**src/rtl/sal_rd_resp_arbiter.sv**
```systemverilog
`default_nettype none
// ============================================================================
// Module   : sal_rd_resp_arbiter
// Purpose  : Merges per-bank read-data beats onto one registered AXI R channel,
//            round-robin between banks with the grant held for a whole burst.
// Revision : 1.0 - initial release
// ============================================================================
module sal_rd_resp_arbiter #(
    parameter int BK_CNT     = 4,
    parameter int ID_WIDTH   = 4,
    parameter int DATA_WIDTH = 64
) (
    input  logic                         clk,
    input  logic                         rst_n,
    input  logic [BK_CNT-1:0]            bk_rvalid_i,
    output logic [BK_CNT-1:0]            bk_rready_o,
    input  logic [BK_CNT*ID_WIDTH-1:0]   bk_rid_i,
    input  logic [BK_CNT*DATA_WIDTH-1:0] bk_rdata_i,
    input  logic [BK_CNT-1:0]            bk_rlast_i,
    output logic                         rvalid_o,
    input  logic                         rready_i,
    output logic [ID_WIDTH-1:0]          rid_o,
    output logic [DATA_WIDTH-1:0]        rdata_o,
    output logic [1:0]                   rresp_o,
    output logic                         rlast_o
);

    localparam int IDX_W = (BK_CNT > 1) ? $clog2(BK_CNT) : 1;

    typedef enum logic [0:0] {
        ST_IDLE  = 1'b0,
        ST_BURST = 1'b1
    } state_e;

    state_e                  state_q, state_d;
    logic [IDX_W-1:0]        gnt_q, gnt_d;
    logic [IDX_W-1:0]        rr_ptr_q, rr_ptr_d;
    logic                    rvalid_q, rvalid_d;
    logic [ID_WIDTH-1:0]     rid_q, rid_d;
    logic [DATA_WIDTH-1:0]   rdata_q, rdata_d;
    logic                    rlast_q, rlast_d;

    logic [ID_WIDTH-1:0]     bk_id   [BK_CNT];
    logic [DATA_WIDTH-1:0]   bk_data [BK_CNT];

    logic                    ld;
    logic                    arb_found;
    logic [IDX_W-1:0]        arb_idx;
    logic [IDX_W:0]          cand;
    logic [IDX_W-1:0]        sel_idx;
    logic                    sel_vld;
    logic                    accept;
    logic                    beat_last;

    function automatic logic [IDX_W-1:0] wrap_inc(input logic [IDX_W-1:0] idx);
        if (idx == IDX_W'(BK_CNT - 1)) begin
            return '0;
        end
        return idx + 1'b1;
    endfunction

    // Ready is also gated by rst_n so it drops the moment reset is asserted.
    generate
        for (genvar g = 0; g < BK_CNT; g++) begin : g_bank
            assign bk_id[g]       = bk_rid_i[g*ID_WIDTH +: ID_WIDTH];
            assign bk_data[g]     = bk_rdata_i[g*DATA_WIDTH +: DATA_WIDTH];
            assign bk_rready_o[g] = rst_n & ld & sel_vld & (sel_idx == IDX_W'(g));
        end
    endgenerate

    assign ld = ~rvalid_q | rready_i;

    // Search order starts at rr_ptr and wraps modulo BK_CNT.
    always_comb begin
        arb_found = 1'b0;
        arb_idx   = '0;
        cand      = '0;
        for (int k = 0; k < BK_CNT; k++) begin
            cand = {1'b0, rr_ptr_q} + (IDX_W+1)'(k);
            if (cand >= (IDX_W+1)'(BK_CNT)) begin
                cand = cand - (IDX_W+1)'(BK_CNT);
            end
            if (!arb_found && bk_rvalid_i[cand[IDX_W-1:0]]) begin
                arb_found = 1'b1;
                arb_idx   = cand[IDX_W-1:0];
            end
        end
    end

    always_comb begin
        sel_idx   = (state_q == ST_IDLE) ? arb_idx : gnt_q;
        sel_vld   = (state_q == ST_IDLE) ? arb_found : 1'b1;
        accept    = ld & sel_vld & bk_rvalid_i[sel_idx];
        beat_last = bk_rlast_i[sel_idx];
    end

    always_comb begin
        state_d  = state_q;
        gnt_d    = gnt_q;
        rr_ptr_d = rr_ptr_q;
        case (state_q)
            ST_IDLE: begin
                if (accept) begin
                    if (beat_last) begin
                        rr_ptr_d = wrap_inc(sel_idx);
                    end else begin
                        gnt_d   = sel_idx;
                        state_d = ST_BURST;
                    end
                end
            end
            ST_BURST: begin
                if (accept && beat_last) begin
                    rr_ptr_d = wrap_inc(gnt_q);
                    state_d  = ST_IDLE;
                end
            end
            default: begin
                state_d = ST_IDLE;
            end
        endcase
    end

    // Output holding register: data only moves when the slot is free or draining.
    always_comb begin
        rvalid_d = rvalid_q;
        rid_d    = rid_q;
        rdata_d  = rdata_q;
        rlast_d  = rlast_q;
        if (ld) begin
            rvalid_d = accept;
            if (accept) begin
                rid_d   = bk_id[sel_idx];
                rdata_d = bk_data[sel_idx];
                rlast_d = beat_last;
            end
        end
    end

    always_ff @(posedge clk or negedge rst_n) begin
        if (!rst_n) begin
            state_q  <= ST_IDLE;
            gnt_q    <= '0;
            rr_ptr_q <= '0;
            rvalid_q <= 1'b0;
            rid_q    <= '0;
            rdata_q  <= '0;
            rlast_q  <= 1'b0;
        end else begin
            state_q  <= state_d;
            gnt_q    <= gnt_d;
            rr_ptr_q <= rr_ptr_d;
            rvalid_q <= rvalid_d;
            rid_q    <= rid_d;
            rdata_q  <= rdata_d;
            rlast_q  <= rlast_d;
        end
    end

    assign rvalid_o = rvalid_q;
    assign rid_o    = rid_q;
    assign rdata_o  = rdata_q;
    assign rlast_o  = rlast_q;
    assign rresp_o  = 2'b00;

endmodule
`default_nettype wire

```
**config.mk**
```make
export PLATFORM = sky130hd
export DESIGN_NAME = sal_rd_resp_arbiter
export DESIGN_NICKNAME = d
export VERILOG_FILES = /design/src/rtl/sal_rd_resp_arbiter.sv
export SDC_FILE = /design/constraint.sdc
export NUM_CORES = 1
export LEC_CHECK = 0
export BUFFER_PORTS_ARGS = -buffer_cell sky130_fd_sc_hd__buf_2
export CELL_PAD_IN_SITES_DETAIL_PLACEMENT = 1
export CELL_PAD_IN_SITES_GLOBAL_PLACEMENT = 1
export CORE_MARGIN = 2
export CORE_UTILIZATION = 30
export CTS_BUF_LIST = sky130_fd_sc_hd__clkbuf_4 sky130_fd_sc_hd__clkbuf_8 sky130_fd_sc_hd__clkbuf_16
export CTS_CLUSTER_DIAMETER = 100
export DETAILED_ROUTE_END_ITERATION = 8
export GPL_TIMING_DRIVEN = 0
export PLACE_DENSITY = 0.76
export SLEW_MARGIN = 20
export SYNTH_ARGS = -nofsm -noshare
export SYNTH_HDL_FRONTEND = slang
export SYNTH_SLANG_ARGS = --single-unit
export TNS_END_PERCENT = 50
```
**constraint.sdc**
```tcl
create_clock -name clk -period 6 [get_ports clk]
set_input_delay 0.3 -clock clk [delete_from_list [all_inputs] [get_ports clk]]
set_output_delay 0.3 -clock clk [all_outputs]
set_load 0.01 [all_outputs]
```
### Word level (Yosys, flattened, before mapping)

Index checks and enable logic that the tools add are counted.

* $add $sub $neg: 9
* magnitude comparators: 10
* equality and inequality tests: 7
* multiplexer cells: 51
* bitwise logic cells: 13
* reductions and logical operators: 11

Operators by type and width (count)
* 64-bit binary-select mux with 2-bit select: 1
* 64-bit 2-to-1 mux: 2
* 2-bit 2-to-1 mux: 16
* 1-bit 2-to-1 mux: 21
* 2-bit by 3-bit less-than comparator with 1-bit output (second input constant): 5
* 1-bit binary-select mux with 2-bit select: 6
* 3-bit >= comparator (second input constant): 4
* 1-bit AND: 8
* 4-bit binary-select mux with 2-bit select: 1
* 4-bit 2-to-1 mux: 2
* 2-bit by 1-bit subtractor with 2-bit output (second input constant): 4
* 2-bit by 2-bit adder with 3-bit output (second input constant): 2
* 2-bit == test (second input constant): 3
* 3-bit AND reduction: 2
* 2-bit by 1-bit adder with 2-bit output (second input constant): 2
* 1-bit logical AND: 4
* 2-bit inequality test (second input constant): 2
* 2-bit case mux with 2 select lines: 1
* 2-bit by 1-bit adder with 3-bit output (second input constant): 1
* 2-bit by 3-bit >= comparator with 1-bit output (second input constant): 1
* 1-bit logical NOT: 3
* 1-bit inverter: 3
* 2-bit inverter with 3-bit output: 1
* 2-bit by 1-bit == test with 1-bit output (second input constant): 1
* other kinds (5): 5

* register bits after elaboration: 75
* bits of input ports: 283
* output and inout port bits: 76
* logic and storage cells: 108

### Longest topological paths before layout

* word-level depth: 24
* mapped depth: 10
* mapped depth without buffers: 7

### Worst setup path after synthesis

Ideal clock, no wire load.

* path type: register to register
* start point: reg rr_ptr_q[1]
* end point: reg rr_ptr_q[1]
* setup time: 0.128 ns
* data arrival time: 2.323 ns
* data required time: 5.872 ns
* slack: 3.550 ns
* cell stages (with the launch flop): 10
* path buffers: 3
* period minus slack after synthesis: 2.450 ns
* path through: dfrtp_1 -> buf_6 -> or4b_1 -> o211ai_2 -> a221oi_2 -> buf_6 -> buf_2 -> ha_1 -> mux2_2 -> mux2_1

* longest elaborated chain between the ends: 24
* elaborated cells between the ends (all ways): 60
* those cells by class: 8 x add/sub; 4 x order compare; 4 x eq/ne; 34 x mux; 2 x bitwise; 8 x reduce/logical

RTL lines
* from (decl): RTL line 37 `logic [IDX_W-1:0] rr_ptr_q, rr_ptr_d;`
* from (signal assigned): RTL line 152 `rr_ptr_q <= rr_ptr_d;`
* branches (longest 13 deep; another with 2-bit by 1-bit adder with 3-bit output)
* 2-bit 2-to-1 mux *: RTL line 83 `if (!arb_found && bk_rvalid_i[cand[IDX_W-1:0]]) begin`
* 2-bit 2-to-1 mux *: RTL line 91 `sel_idx = (state_q == ST_IDLE) ? arb_idx : gnt_q;`
* via sel_idx[1]: RTL line 50 `logic [IDX_W-1:0] sel_idx;`
* 2-bit == test: RTL line 56 `if (idx == IDX_W'(BK_CNT - 1)) begin`
* 1-bit 2-to-1 mux: RTL line 56
* 1-bit 2-to-1 mux: RTL line 104 `if (beat_last) begin`
* 1-bit 2-to-1 mux: RTL line 103 `if (accept) begin`
* 1-bit 2-to-1 mux: RTL line 101 `case (state_q)`
* 2-bit 2-to-1 mux: RTL line 59 `return idx + 1'b1;`
* 2-bit 2-to-1 mux: RTL line 104
* 2-bit 2-to-1 mux: RTL line 103
* 2-bit case mux with 2 select lines: RTL line 101

Mark *: on every way through the listed nets, which the timed path passes. The select of a mux whose other input is x is not followed.
A chain may end at the register's enable or synchronous reset.

### Worst setup path in the final report

* start point: reg rr_ptr_q[0]
* end point: out bk_rready_o[2]

* longest elaborated chain between the ends: 17
* elaborated cells between the ends (all ways): 42
* those cells by class: 7 x add/sub; 4 x order compare; 1 x eq/ne; 22 x mux; 2 x bitwise; 6 x reduce/logical

RTL lines
* branches (longest 13 deep; another with 2-bit by 1-bit adder with 3-bit output)
* 2-bit 2-to-1 mux *: RTL line 83
* 2-bit 2-to-1 mux *: RTL line 91
* via sel_idx[0]: RTL line 50
* 2-bit == test *: RTL line 67 `assign bk_rready_o[g] = rst_n & ld & sel_vld & (sel_idx == IDX_W'(g));`
* 1-bit AND *: RTL line 67
* to (decl): RTL line 16 `output logic [BK_CNT-1:0] bk_rready_o,`

Marked as above.

==> summary.md <==
| Metric | Value |
|---|---|
| Width of the die | `143 um` |
| CTS H-tree depth | `3` |
| Final-report max-slew violation count | `0` |
| Final Critical Period | `3.06 ns` |
| CORE AREA | `0.0188 mm2` |
| Initial core utilization | `30.8%` |
| PnR worst setup slack | `approximately 2.9 ns` |
| Y dimension of the die | `roughly 140 um` |
| Estimated wirelength of the detail-placed design | `16700 um` |
| RSZ-0062 raised after global routing | `no` |
| Logic depth of the worst register-to-register path | `9` |
| Global-route wire length before repair | `slightly above 30000 um` |
| Post-cts sizing count | `0` |
| Placed cell area | `approximately 0.0079 mm2` |
| Total detailed-routing wirelength | `roughly 21000 um` |
| Proportion of synthesized chip area in sequential cells | `~32%` |
| Post-detailed-route wirelength per cell | `18.9 um` |
| Count of final setup violators | `0` |
| Min-Delay Path Depth | `3` |
| Vias per Instance | `4.70` |
| TritonCTS clock tree | `built` |
| Number of nets with antenna violations after detailed routing | `0` |
| Worst slew margin relative to its limit | `between 60% and 70%` |
| Synth Register Bits | `75` |
| Clk sinks | `between 70 and 80` |
| Ys flop type | `sky130_fd_sc_hd__dfrtp_1` |
| # rows | `50` |
| Maximum number of buffers from clock root to sink | `2` |
| Final RePlAce weighted congestion | `roughly 0.76` |
| First-pass detailed-route iteration total | `4` |
| Clock input transition at the sequential cells of the worst setup and hold paths | `0.07 ns` |
| DRC violation count after routing | `0` |
| Setup Slack @ Placement | `3.07 ns` |
| Most common library cell in the layout ignoring fill and taps | `sky130_fd_sc_hd__buf_2` |
| Overall power | `just under 5000 uW` |
| Slew at the pin closest to its max-slew limit | `between 0.5 and 0.6 ns` |
| Post-Syn Instances | `458` |
| Worst supply voltage drop on vdd | `0.207 mV` |
| Crit end category | `output pin` |
| Share of final-layout standard cells stronger than drive strength 1 | `58.5%` |
| Input/output buffers | `355` |
| Total gr overflow | `0` |
| Clock root buffer | `sky130_fd_sc_hd__clkbuf_16` |
| Via count of the first global-routing pass | `between 5000 and 6000` |
| Status | `finished clean` |
| Layout Area Growth over Synthesis | `42.1%` |
| # IOs | `359` |
| Number of antenna cells inserted | `0` |
| Count of distinct cell types in the synthesized netlist | `50` |
| Final period util | `51.0%` |
| Setup Fix Bufs, Post-CTS | `0` |
| Maximum net fanout on the critical path | `11` |
| Mean area per synthesized cell | `12.7 um2` |
| Final TNS setup | `0 ns` |
| Antenna violations before repair | `1` |
| Total routing usage reported by global routing | `19.8%` |
| Max-cap violations | `0` |
| Worst min-delay path category | `primary input to register` |
| Share of flip-flops with an asynchronous set or reset after synthesis | `100%` |
| Final number of hold-violating endpoints | `0` |
| Count of synthesis-stage warnings from yosys | `0` |
| EDFF count, synth | `0` |
| Maximum clock skew at final layout | `0.0120 ns` |
| Vias post-DR | `5132` |
| Initial DRC Count | `155` |
| Insertion delay of the later-clocked pin in the worst-skew pair | `about 0.34 ns` |
| Fmax achieved | `~330 MHz` |
| Final Net Count | `1115` |
| Largest net degree at the start of global routing | `41` |
| Final Instance Area | `0.00824 mm2` |
| Post-route worst hold slack | `between 0.2 and 0.25 ns` |
| Number of CTS-inserted buffers | `9` |
| Worst setup SP type | `register` |
| Leading cell types in the layout, fill and taps excluded | `sky130_fd_sc_hd__buf_2 (365), sky130_fd_sc_hd__mux2i_1 (205), sky130_fd_sc_hd__dfrtp_1 (75)` |
| Total leakage power | `between 0.004 and 0.005 uW` |
| Die area | `~0.020 mm2` |
| Arrival time at the worst endpoint | `2.76 ns` |
| Setup Crit Path Kind | `register to output pin` |
| Post-Synthesis Cell Area | `0.00580 mm2` |
| Data required time at the worst endpoint | `between 5 and 6 ns` |
| Power density of the placed cells | `596 mW/mm2` |
-- state kept, by name, summed over array words and instances, names as in the netlist, named ones only --
| name | count |
|---|---|
| rdata_o | 64 |
| rvalid_o | 1 |
| gnt_q | 2 |
| rr_ptr_q | 2 |
| rid_o | 4 |
| rlast_o | 1 |
-- repair_timing --
action                                  4_1_cts  5_1_grt
endpoints found under the hold margin        35        0
hold buffers                                  1        0
endpoints found under the setup margin        0        0
-- per-stage QoR --
step | util (%) | instances
6_report | 43.7 | 1092
2_1_floorplan | - | 459
3_5_place_dp | 42.1 | 1075
5_1_grt | 43.7 | 1092
3_3_place_gp | 42.0 | 1074
4_1_cts | 43.7 | 1092
-- critical path: stages (launching register included) --
cell and delay (ns):
sky130_fd_sc_hd__dfrtp_1 0.47, sky130_fd_sc_hd__or3b_1 0.47, sky130_fd_sc_hd__o221ai_2 0.13, sky130_fd_sc_hd__o21ai_2 0.14
sky130_fd_sc_hd__inv_2 0.14, sky130_fd_sc_hd__buf_2 0.32, sky130_fd_sc_hd__buf_4 0.30, sky130_fd_sc_hd__ha_1 0.17
sky130_fd_sc_hd__and3_1 0.13, sky130_fd_sc_hd__buf_2 0.13
-- where the power goes --
part           internal, uW  total, uW  switching [uW]
clock                   334        560             226
sequential              793        951             158
combinational          1810       3400            1590
-- cells by family (layout without fill, tap and decap cells) --
family / Yosys count / in the layout / synth area share (%)
muxes: 278 / 278 / 53.9
buffers and inverters: 44 / 417 / 5.40
AOI/OAI and AO/OA: 30 / 30 / 4.38
DFF: 75 / 75 / 32.4
and+or+nand+nor: 25 / 25 / 2.76
adders and majority gates: 5 / 5 / 1.08
other: 1 / 2 / 0.0647
-- Yosys cell counts, types with 2 or more instances --
| cell type | number | area, um2 |
|---|---|---|
| sky130_fd_sc_hd__o21ai_0 | 2 | 10.0 |
| sky130_fd_sc_hd__nand2b_1 | 2 | 12.5 |
| sky130_fd_sc_hd__mux2_2 | 2 | 22.5 |
| sky130_fd_sc_hd__a21oi_1 | 3 | 15.0 |
| sky130_fd_sc_hd__dfrtp_1 | 75 | 1880 |
| sky130_fd_sc_hd__buf_4 | 14 | 105 |
| sky130_fd_sc_hd__a21boi_1 | 2 | 15.0 |
| sky130_fd_sc_hd__buf_2 | 11 | 55.1 |
| sky130_fd_sc_hd__inv_1 | 5 | 18.8 |
| sky130_fd_sc_hd__mux2i_1 | 205 | 2050 |
| sky130_fd_sc_hd__nand2_1 | 5 | 18.8 |
| sky130_fd_sc_hd__buf_6 | 10 | 113 |
| sky130_fd_sc_hd__or4b_1 | 2 | 20.0 |
| sky130_fd_sc_hd__nor2_1 | 2 | 7.51 |
| sky130_fd_sc_hd__mux2_4 | 67 | 1010 |
| sky130_fd_sc_hd__o211ai_1 | 6 | 45.0 |
| sky130_fd_sc_hd__and3_1 | 4 | 25.0 |
| sky130_fd_sc_hd__ha_1 | 5 | 62.6 |
| sky130_fd_sc_hd__mux2_1 | 4 | 45.0 |
| sky130_fd_sc_hd__nand3b_1 | 2 | 15.0 |
-- metal layers --
layer,up-vias,global-route usage (%),wire [um]
met5,-,0,17
met4,2,5.11,214
met3,18,3.66,1410
met2,224,35.8,10600
met1,2449,24.0,8360
li1,2439,-,-
-- area by class of cell --
type | count | area, um2
sequential | 75 | 1880
multi-input combinational | 340 | 3610
tap | 260 | 325
timing repair buffer | 357 | 1810
clock buffer | 10 | 239
fill | 2183 | 10600
buffer | 37 | 284
inverter | 7 | 28.8
clock inverter | 6 | 63.8
-- worst paths after layout --
path / startpoint / endpoint / slack (ns)
worst max-delay path: rr_ptr_q[0] / bk_rready_o[2] / 2.94
max in group asynchronous: rst_n / rdata_o[59] / 4.92
worst min register to register: rlast_o / rlast_o / 0.48
worst min-delay path: rready_i / rvalid_o / 0.25
worst max register to register: rr_ptr_q[0] / rdata_o[53] / 3.19
min in group asynchronous: rst_n / rdata_o[28] / 0.47
Note: power is estimated with default switching activity, not from simulation.
